$ cat config.mk
export PLATFORM = sky130hd
export DESIGN_NAME = snn_uart_frontend
export DESIGN_NICKNAME = d
export VERILOG_FILES = /design/src/rtl/snn_pkg.sv /design/src/rtl/snn_frame_timeout.sv /design/src/rtl/snn_uart_frontend.sv
export SDC_FILE = /design/constraint.sdc
export NUM_CORES = 1
export LEC_CHECK = 0
export CAP_MARGIN = 15
export CORE_UTILIZATION = 45
export CTS_CLUSTER_SIZE = 30
export DETAILED_ROUTE_END_ITERATION = 6
export PLACE_DENSITY = 0.76
export SETUP_SLACK_MARGIN = 0.2
export SYNTH_ARGS = -nofsm -noshare
export SYNTH_HDL_FRONTEND = slang
export SYNTH_SLANG_ARGS = --single-unit
$ cat constraint.sdc
create_clock -name clk -period 4.1 [get_ports clk]
set_input_delay 0.82 -clock clk [delete_from_list [all_inputs] [get_ports clk]]
set_output_delay 0.82 -clock clk [all_outputs]
set_load 0.05 [all_outputs]
$ cat src/rtl/snn_pkg.sv
// Shared definitions for the SNN top: frontend FSM states and image RAM geometry.
package snn_pkg;

    typedef enum logic [2:0] {
        LOAD,
        UNPACK,
        START,
        BUSY,
        SEND
    } state_t;

    localparam int unsigned IMG_BITS   = 784;
    localparam int unsigned RAM_ADDR_W = $clog2(IMG_BITS);

endpackage

$ cat src/rtl/snn_frame_timeout.sv
// Idle-cycle counter for a partially received frame; expire pulses after
// TIMEOUT_CYC consecutive cycles with run high.
module snn_frame_timeout #(
    parameter int unsigned TIMEOUT_CYC = 2_000_000
) (
    input  logic clk,
    input  logic rst_n,
    input  logic run,
    output logic expire
);

    localparam int unsigned CW = $clog2(TIMEOUT_CYC + 1);

    logic [CW-1:0] cnt;

    assign expire = run && (cnt == CW'(TIMEOUT_CYC - 1));

    always_ff @(posedge clk or negedge rst_n) begin
        if (!rst_n) begin
            cnt <= '0;
        end else if (!run || expire) begin
            cnt <= '0;
        end else begin
            cnt <= cnt + CW'(1);
        end
    end

endmodule

$ cat src/rtl/snn_uart_frontend.sv
// UART frame handler: unpacks a byte stream LSB-first into the image RAM,
// kicks the classifier and returns the digit as one UART byte.
module snn_uart_frontend
    import snn_pkg::*;
#(
    parameter int unsigned FRAME_BYTES = 98,
    parameter int unsigned TIMEOUT_CYC = 2_000_000
) (
    input  logic                  clk,
    input  logic                  rst_n,
    input  logic                  rx_rdy,
    input  logic [7:0]            rx_data,
    output logic                  ram_we,
    output logic [RAM_ADDR_W-1:0] ram_addr,
    output logic                  ram_wdata,
    output logic                  snn_start,
    input  logic                  snn_done,
    input  logic [3:0]            snn_digit,
    input  logic                  tx_rdy,
    output logic                  tx_start,
    output logic [7:0]            tx_data,
    output logic [7:0]            led
);

    localparam int unsigned BYTE_W = RAM_ADDR_W - 3;
    localparam logic [BYTE_W-1:0] LAST_BYTE = BYTE_W'(FRAME_BYTES - 1);

    state_t            state, state_nx;
    logic [BYTE_W-1:0] byte_cnt;
    logic [2:0]        bit_cnt;
    logic [7:0]        shift;
    logic              overrun;
    logic [3:0]        digit;
    logic [7:0]        tx_q;
    logic              idle_run;
    logic              idle_expire;

    // Idle time only matters once a frame has started.
    assign idle_run = (state == LOAD) && (byte_cnt != '0) && !rx_rdy;

    snn_frame_timeout #(
        .TIMEOUT_CYC(TIMEOUT_CYC)
    ) u_timeout (
        .clk   (clk),
        .rst_n (rst_n),
        .run   (idle_run),
        .expire(idle_expire)
    );

    always_ff @(posedge clk or negedge rst_n) begin
        if (!rst_n) begin
            state <= LOAD;
        end else begin
            state <= state_nx;
        end
    end

    always_comb begin
        state_nx = state;
        case (state)
            LOAD:    if (rx_rdy) state_nx = UNPACK;
            UNPACK:  if (bit_cnt == 3'd7) state_nx = (byte_cnt == LAST_BYTE) ? START : LOAD;
            START:   state_nx = BUSY;
            BUSY:    if (snn_done) state_nx = SEND;
            SEND:    if (tx_rdy) state_nx = LOAD;
            default: state_nx = LOAD;
        endcase
    end

    always_comb begin
        ram_we    = 1'b0;
        ram_addr  = '0;
        ram_wdata = 1'b0;
        snn_start = 1'b0;
        tx_start  = 1'b0;
        case (state)
            UNPACK: begin
                ram_we    = 1'b1;
                ram_addr  = {byte_cnt, bit_cnt};
                ram_wdata = shift[0];
            end
            START:   snn_start = 1'b1;
            SEND:    tx_start  = tx_rdy;
            default: ;
        endcase
    end

    assign tx_data = tx_q;
    assign led     = {overrun, 3'b000, digit};

    always_ff @(posedge clk or negedge rst_n) begin
        if (!rst_n) begin
            byte_cnt <= '0;
            bit_cnt  <= '0;
            shift    <= '0;
            overrun  <= 1'b0;
            digit    <= '0;
            tx_q     <= '0;
        end else begin
            if (rx_rdy && state != LOAD) overrun <= 1'b1;
            case (state)
                LOAD: begin
                    if (rx_rdy) begin
                        shift <= rx_data;
                    end else if (idle_expire) begin
                        byte_cnt <= '0;
                    end
                end
                UNPACK: begin
                    shift   <= shift >> 1;
                    bit_cnt <= bit_cnt + 3'd1;
                    if (bit_cnt == 3'd7) begin
                        byte_cnt <= (byte_cnt == LAST_BYTE) ? '0 : byte_cnt + BYTE_W'(1);
                    end
                end
                BUSY: begin
                    // tx_data is loaded on entry to SEND so it is valid with tx_start.
                    if (snn_done) begin
                        digit <= snn_digit;
                        tx_q  <= {4'h0, snn_digit};
                    end
                end
                default: ;
            endcase
        end
    end

endmodule

* After elaboration in Yosys (flattened, before gate mapping)
Cells that the tools add are included.
** Cells by class
- Add/sub/neg operators :: 3
- Reduce and logical (&&, ||, !) cells :: 15
- Mux-type cells :: 19
- Eq/ne operators :: 13
** Operators by type and width (number)
- 7-bit 2-to-1 mux :: 4
- 21-bit by 1-bit adder with 21-bit output, second input constant :: 1
- 21-bit == test, second input constant :: 1
- 21-bit 2-to-1 mux :: 1
- 8-bit one-hot mux with 2 select lines :: 1
- 3-bit one-hot mux with 5 select lines :: 1
- 7-bit one-hot mux with 2 select lines :: 1
- 3-bit 2-to-1 mux :: 4
- 10-bit 2-to-1 mux :: 1
- 2-bit != test, second input constant :: 5
- 8-bit 2-to-1 mux :: 1
- 4-bit AND reduction :: 2
- 7-bit by 1-bit adder with 7-bit output, second input constant :: 1
- 7-bit == test, second input constant :: 1
- 7-bit nonzero test :: 1
- 3-bit by 2-bit == test with 1-bit output, second input constant :: 2
- 3-bit == test, second input constant :: 2
- 1-bit logical AND :: 4
- 1-bit 2-to-1 mux :: 4
- 2-bit AND reduction :: 2
- 3-bit by 1-bit adder with 3-bit output, second input constant :: 1
- 3-bit by 1-bit == test with 1-bit output, second input constant :: 1
- 3-bit logical NOT :: 1
- 3-bit nonzero test :: 1
- 5 further kinds :: 6
** Word-level totals
- Output and inout port bits :: 30
- Flip-flop bits (word level) :: 47

* Longest topological paths before layout
Gate-level depths: netlist of run 1.
- Depth in word-level cells :: 7
- Depth in mapped cells :: 8

* By module
From an unflattened synthesis of run 1, not the netlist that was laid out.
** Unflattened totals
- Cells, all modules :: 269
- Area total of the unflattened synthesis :: 2542.4 sq um
** By module, submodules not included
- snn_uart_frontend :: area each 1451.4 sq um, seq. area each 650.6 sq um, cells each 162, instances 1
- snn_frame_timeout :: area each 1091.0 sq um, seq. area each 525.5 sq um, cells each 107, instances 1

* Worst setup path before layout of run 1
Ideal clock, no wire load.
- Path type :: register to output
- Start point :: register state[0]
- End point :: output snn_start
- Stages on the path, launching flop included :: 4
- Slack :: 1445 ps
- Arrival :: 1835 ps
- Required time :: 3280 ps
- Cell sequence :: dfrtp_1 -> buf_2 -> clkbuf_1 -> nor3b_1
** Between the ends
- Cells in the longest elaborated chain, start to end :: 2
** RTL lines
- start: declaration :: line snn_uart_frontend.sv:28 : state_t state, state_nx;
- start signal: assignment :: line snn_uart_frontend.sv:54 : state <= state_nx;
- 3-bit by 2-bit == test with 1-bit output :: line snn_uart_frontend.sv:76 : case (state)
- 1-bit 2-to-1 mux :: line snn_uart_frontend.sv:76
- end: declaration :: line snn_uart_frontend.sv:16 : output logic snn_start,
No other way between the ends.

* Worst setup path in the final report of run 1
- Start point :: register state[1]
- End point :: output ram_we
** Between the ends
- Cells in the longest elaborated chain, start to end :: 2
** RTL lines
- 3-bit by 1-bit == test with 1-bit output :: line snn_uart_frontend.sv:76
- 1-bit 2-to-1 mux :: line snn_uart_frontend.sv:76
- end: declaration :: line snn_uart_frontend.sv:13 : output logic ram_we,
No other way between the ends.

==> flow_metrics.py, run 1 <==
metrics = {
    "timing": {
        "slew_viol_final": 0,
        "period_share_pct": 87.98,
        "worst_slew_pin_slew_ps": 1012,
        "min_period_ps": 3607,
        "slew_headroom_pct": 32.55,
        "worst_slack_ps": 492.9,
        "rsz0062_at_grt": "no",
        "clock_skew_ps": 9.910,
        "tns_ps": 0,
        "timing.fmax_mhz": 277.2,
        "finalSetupViolations": 0,
        "final-hold-violation-count": 0,
    },
    "setup_path": {
        "cpPeakStageDelay_ps": 840,
        "critical_path.slowest_cell": "clkdlybuf4s50_1",
        "cp-end-kind": "output port",
        "path_class": "reg2out",
        "crit_required_ps": 3280,
        "rr_worst_depth": 6,
        "crit_chain": "nor2_1 -> nand2_1 -> inv_1 -> clkdlybuf4s50_1",
        "arrival_ps": 2790,
        "crit_fanout": 18,
        "start_kind": "flip-flop",
    },
    "cts": {
        "cts_setup_buffers": 0,
        "insertion_delay_ps": 300,
        "cts_made_buffers": 5,
        "clkSinkCount": 47,
        "clk_pin_slew_worst_paths_ps": 90,
        "cts_tree": "built",
        "cts-root-buf": "clkbuf_8",
        "ctsHtreeMaxLevel": 2,
        "clk_path_buf_depth": 2,
        "cts_hold_buffers": 0,
        "cts_resized": 0,
    },
    "route": {
        "viasPerCell": 5.261,
        "first_iter_violations": 61,
        "vias": 1873,
        "routed_wl_um": 4828,
        "avgRoutedWirePerCell_um": 13.56,
        "drc": 0,
        "drt_pre_antenna_iters": 4,
        "postRouteAntennaNets": 0,
    },
    "final_layout": {
        "areaGrowthSynthToFinish_pct": 18.01,
        "finalInstanceArea_um2": 2910,
        "drive_above_1_share_pct": 6.643,
        "nets": 308,
        "diodes": 0,
    },
    "floorplan": {
        "fp-row-count": 26,
        "die_h_um": 76.03,
        "fp.coreArea_um2": 5205,
        "die_x_um": 76.03,
        "die_area_um2": 5781,
        "start_util_pct": 47.38,
        "boundaryPins": 47,
    },
    "job": {
        "maxCapViolCount": 0,
    },
    "pwr": {
        "p_int_mw": 0.9799,
        "switching_share_pct": 44.66,
        "leakage_nw": 1.234,
        "vdd_drop_max_mv": 0.7054,
        "power.density_nw_per_um2": 608.4,
        "pwr-share-comb_pct": 47.9,
        "seqPwrFrac_pct": 36.4,
        "power.switching_mw": 0.7908,
        "pwr-share-clk_pct": 15.7,
    },
    "placement": {
        "post-dp-hpwl_um": 3390,
        "placed_cell_area_um2": 2825,
        "portBuffers": 39,
        "gp_congestion": 0.7929,
        "dp_slack_ps": 818.9,
    },
    "synth": {
        "async_flop_share_pct": 100.0,
        "synth_cell_type_count": 41,
        "ys_seq_elements": 47,
        "synth_edf_count": 0,
        "synthFlopType": "dfrtp_1",
        "ys_seq_area_share_pct": 47.69,
        "avgSynthCellArea_um2": 9.709,
        "postSynthCellCount": 254,
        "yosysWarnings": 0,
        "synth_area_um2": 2466,
    },
    "global_route": {
        "grt_usage_pct": 18.96,
        "antenna_found_initial": 0,
        "overflow": 0,
        "grt_pass1_wl_um": 8763,
        "grt_max_degree": 48,
        "grt_pass1_vias": 1871,
    },
    "worst_hold_path": {
        "hold_path_depth": 1,
        "min_path_type": "reg2reg",
    },
    "status": {
        "outcome": "complete, no violations",
    },
}
final cells by class:
type / count / area [um2]
Timing Repair Buffer: 39 / 385.4
Fill cell: 465 / 2295
Tap cell: 70 / 87.58
Inverter: 4 / 15.01
Multi-Input combinational cell: 188 / 1161
Clock inverter: 2 / 12.51
Sequential cell: 47 / 1176
Clock buffer: 6 / 72.57
worst paths after layout:
kind	slack (ps)	start	endpoint
setup / recovery	490	state[1]	ram_we
hold / removal	470	overrun	overrun
setup reg to reg	1940	state[1]	byte_cnt[1]
hold reg to reg	470	overrun	overrun
max in group asynchronous	2780	rst_n	shift[3]
min in group asynchronous	680	rst_n	u_timeout.cnt[4]
cell families after synthesis:
| logic type | Yosys count | share of synthesized area, % |
|---|---|---|
| mux | 5 | 2.232 |
| flops | 47 | 47.69 |
| compound gates | 28 | 8.168 |
| fa+ha+maj | 6 | 3.044 |
| buf+inv | 25 | 6.139 |
| xor+xnor | 19 | 6.748 |
| simple gates | 123 | 25.82 |
| other cells | 1 | 0.1521 |
placed cells by master (no fill, tap or decap), types with 6 or more instances in the layout:
cell,netlist,layout
nand2_1,18,18
a21oi_1,6,6
nor2_1,43,43
nor3_1,9,9
o22ai_1,7,7
nand4_1,7,7
and3_1,16,16
conb_1,1,7
ha_1,6,6
dfrtp_1,47,47
nand3_1,15,15
xor2_1,15,15
clkdlybuf4s50_1,0,38
registers in the layout, indices dropped and copies added, names as in the netlist:
| register | flops |
|---|---|
| bit_cnt | 3 |
| shift | 8 |
| byte_cnt | 7 |
| digit | 4 |
| u_timeout.cnt | 21 |
| state | 3 |
| overrun | 1 |
cell usage after synthesis, types with 6 or more instances:
cell type / n / area, um2
nand2_1: 18 / 67.56
xor2_1: 15 / 131.4
and3_1: 16 / 100.1
dfrtp_1: 47 / 1176
nor3_1: 9 / 45.04
nand3_1: 15 / 75.07
a21oi_1: 6 / 30.03
buf_4: 12 / 90.09
nand4_1: 7 / 43.79
o22ai_1: 7 / 43.79
ha_1: 6 / 75.07
nor2_1: 43 / 161.4
per-stage QoR:
stage          total power [mW]  cells  hold slack, ps  utilization (%)
2_1_floorplan             1.254    260           428.9                -
3_5_place_dp              1.498    348           467.5            54.28
3_3_place_gp              1.492    348           447.6            54.28
4_1_cts                   1.783    356           486.8            55.91
5_1_grt                   1.888    356           502.4            55.91
6_report                  1.771    356           472.4            55.91
power by group through the flow:
stage,clock (mW),sequential [mW],combinational [mW]
2_1_floorplan,0,0.616,0.638
4_1_cts,0.286,0.643,0.854
3_3_place_gp,0,0.649,0.844
5_1_grt,0.306,0.663,0.919
3_5_place_dp,0,0.651,0.846
6_report,0.277,0.645,0.848
layer usage:
metal	vias to the layer above	track usage [%]	share of wire, %
li1	929	-	-
met1	902	25.58	47
met2	40	30.18	48
met3	2	5.389	4.7
met4	0	4.615	0.35
met5	-	0	0
worst max-delay path: cells and delay by family, from the launching register on:
family                 cells  cell delay (ps)
buffers and inverters      2             1120
flip-flops                 1              480
AND/OR/NAND/NOR            2              890
Power figures use the tool's default switching activity.
==> run 2: changes to the inputs <==
CORE_MARGIN = 2   (was default)
PLACE_DENSITY = 0.78   (was 0.76)
REMOVE_ABC_BUFFERS = 1   (was default)
==> run 2 against run 1 <==
Non-clock buffer count up 2. Critical path type unchanged. Utilization up 0.72 points. Final area up 1.3%. Die area up 5.3%. Clock skew down 3.3 ps. Via count down 0.59%. Sequential share of layout area down 0.51 points. Clock power up 2%. Critical path depth up 1.
==> flow_metrics.py, run 2 (synthesis results as in run 1) <==
metrics = {
    "status": {
        "outcome": "complete, no violations",
    },
    "timing": {
        "worst_slew_pin_slew_ps": 708.7,
        "timing.fmax_mhz": 284.1,
        "period_share_pct": 85.86,
        "slew_headroom_pct": 52.39,
        "final-hold-violation-count": 0,
        "finalSetupViolations": 0,
        "slew_viol_final": 0,
        "rsz0062_at_grt": "no",
        "min_period_ps": 3520,
        "clock_skew_ps": 6.566,
        "tns_ps": 0,
    },
    "route": {
        "routed_wl_um": 4740,
        "drt_pre_antenna_iters": 4,
        "vias": 1862,
        "postRouteAntennaNets": 0,
        "avgRoutedWirePerCell_um": 13.28,
        "first_iter_violations": 112,
        "viasPerCell": 5.216,
        "drc": 0,
    },
    "final_layout": {
        "largest_reg_flops": 21,
        "layout_top_registers": "u_timeout.cnt x21, shift x8, byte_cnt x7",
        "final_common_cell": "dfrtp_1",
        "areaGrowthSynthToFinish_pct": 19.53,
        "largest-register": "u_timeout.cnt",
        "drive_above_1_share_pct": 7.317,
        "final_cell_mix": "dfrtp_1 (47), nor2_1 (43), clkdlybuf4s50_1 (38)",
        "diodes": 0,
        "nets": 310,
    },
    "floorplan": {
        "fp.coreArea_um2": 5205,
        "die_h_um": 78.03,
        "start_util_pct": 47.38,
        "die_area_um2": 6089,
        "die_x_um": 78.03,
        "fp-row-count": 26,
        "boundaryPins": 47,
    },
    "job": {
        "maxCapViolCount": 0,
    },
    "worst_hold_path": {
        "min_path_type": "reg2reg",
        "hp-start": "overrun",
    },
    "global_route": {
        "antenna_found_initial": 0,
        "grt_pass1_wl_um": 8093,
        "grt_usage_pct": 16.44,
        "overflow": 0,
        "grt_max_degree": 48,
        "grt_pass1_vias": 1745,
    },
    "cts": {
        "cts_hold_buffers": 0,
        "cts_setup_buffers": 0,
        "cts_resized": 0,
        "clk_path_buf_depth": 2,
        "cts_tree": "built",
        "insertion_delay_ps": 300,
        "cts-root-buf": "clkbuf_8",
        "ctsHtreeMaxLevel": 2,
        "cts_made_buffers": 5,
        "clk_pin_slew_worst_paths_ps": 80,
        "clkSinkCount": 47,
    },
    "setup_path": {
        "cp-end-kind": "output port",
        "r2r_start": "state[1]",
        "timing.critical_path.from": "state[1]",
        "start_kind": "flip-flop",
        "arrival_ps": 2700,
        "crit_required_ps": 3280,
        "crit_fanout": 12,
        "path_class": "reg2out",
    },
    "pwr": {
        "seqPwrFrac_pct": 36.2,
        "vdd_drop_max_mv": 0.7552,
        "leakage_nw": 1.258,
        "pwr-share-comb_pct": 47.9,
        "power.switching_mw": 0.7813,
        "pwr-share-clk_pct": 15.9,
        "p_int_mw": 1.000,
        "p_total_mw": 1.782,
        "switching_share_pct": 43.85,
        "power.density_nw_per_um2": 604.4,
    },
    "placement": {
        "post-dp-hpwl_um": 3306,
        "portBuffers": 39,
        "gp_congestion": 0.8078,
    },
}
-- run 2: cell count changes in the layout (fill, tap and decap cells not counted) --
cell	change
clkbuf_8	+1
clkbuf_1	-1
buf_4	+1
buf_16	+1
clkinvlp_4	-1
-- run 2: critical path: stages, from the launching register on --
cell and delay [ps]:
dfrtp_1 480, nor2_1 420, nand2_1 350, buf_4 270, nor2_1 90, clkdlybuf4s50_1 800
-- run 2: routing by layer --
layer | vias up | part of all wire (%) | track usage (%) | wire length (um)
met5 | - | 0 | 0 | 0
met4 | 0 | 0.97 | 4.211 | 46
met3 | 7 | 3.7 | 3.793 | 176
li1 | 932 | - | - | -
met1 | 886 | 46 | 22.33 | 2190
met2 | 37 | 49 | 26.72 | 2327
-- run 2: power by group through the flow --
stage | clock, mW | sequential, mW | combinational, mW
global route | 0.316 | 0.662 | 0.923
global placement | 0 | 0.647 | 0.846
finish | 0.283 | 0.646 | 0.853
CTS | 0.291 | 0.644 | 0.856
floorplan | 0 | 0.628 | 0.607
detailed placement | 0 | 0.650 | 0.849
-- run 2: area by class of cell --
class	count	area [um2]
multi-input cells	188	1161
clock buffers	6	82.58
fillers	461	2257
clock inverters	1	5.005
well taps	70	87.58
flip-flops and latches	47	1176
repair buffers	41	420.4
inverters	4	15.01
-- run 2: final timing paths --
path	end	slack, ps	depth (start not counted)
worst min-delay path	overrun	470	1
worst min register to register	overrun	470	1
worst max register to register	byte_cnt[2]	2030	5
max in group asynchronous	digit[3]	3070	2
worst max-delay path	ram_addr[4]	580	5
min in group asynchronous	u_timeout.cnt[3]	510	1
-- run 2: stage by stage --
step                      hold WS, ps  std cells  cell area, um2  setup slack, ps  utilization, %
after CTS                       484.2        356            2920            553.4           56.11
after global routing            515.1        357            2948            319.2           56.63
after floorplan                 443.3        239            2352             1433               -
after detailed placement        456.5        349            2833            898.6           54.42
after global placement          453.8        349            2833            968.5           54.42
final                           475.0        357            2948            579.6           56.63
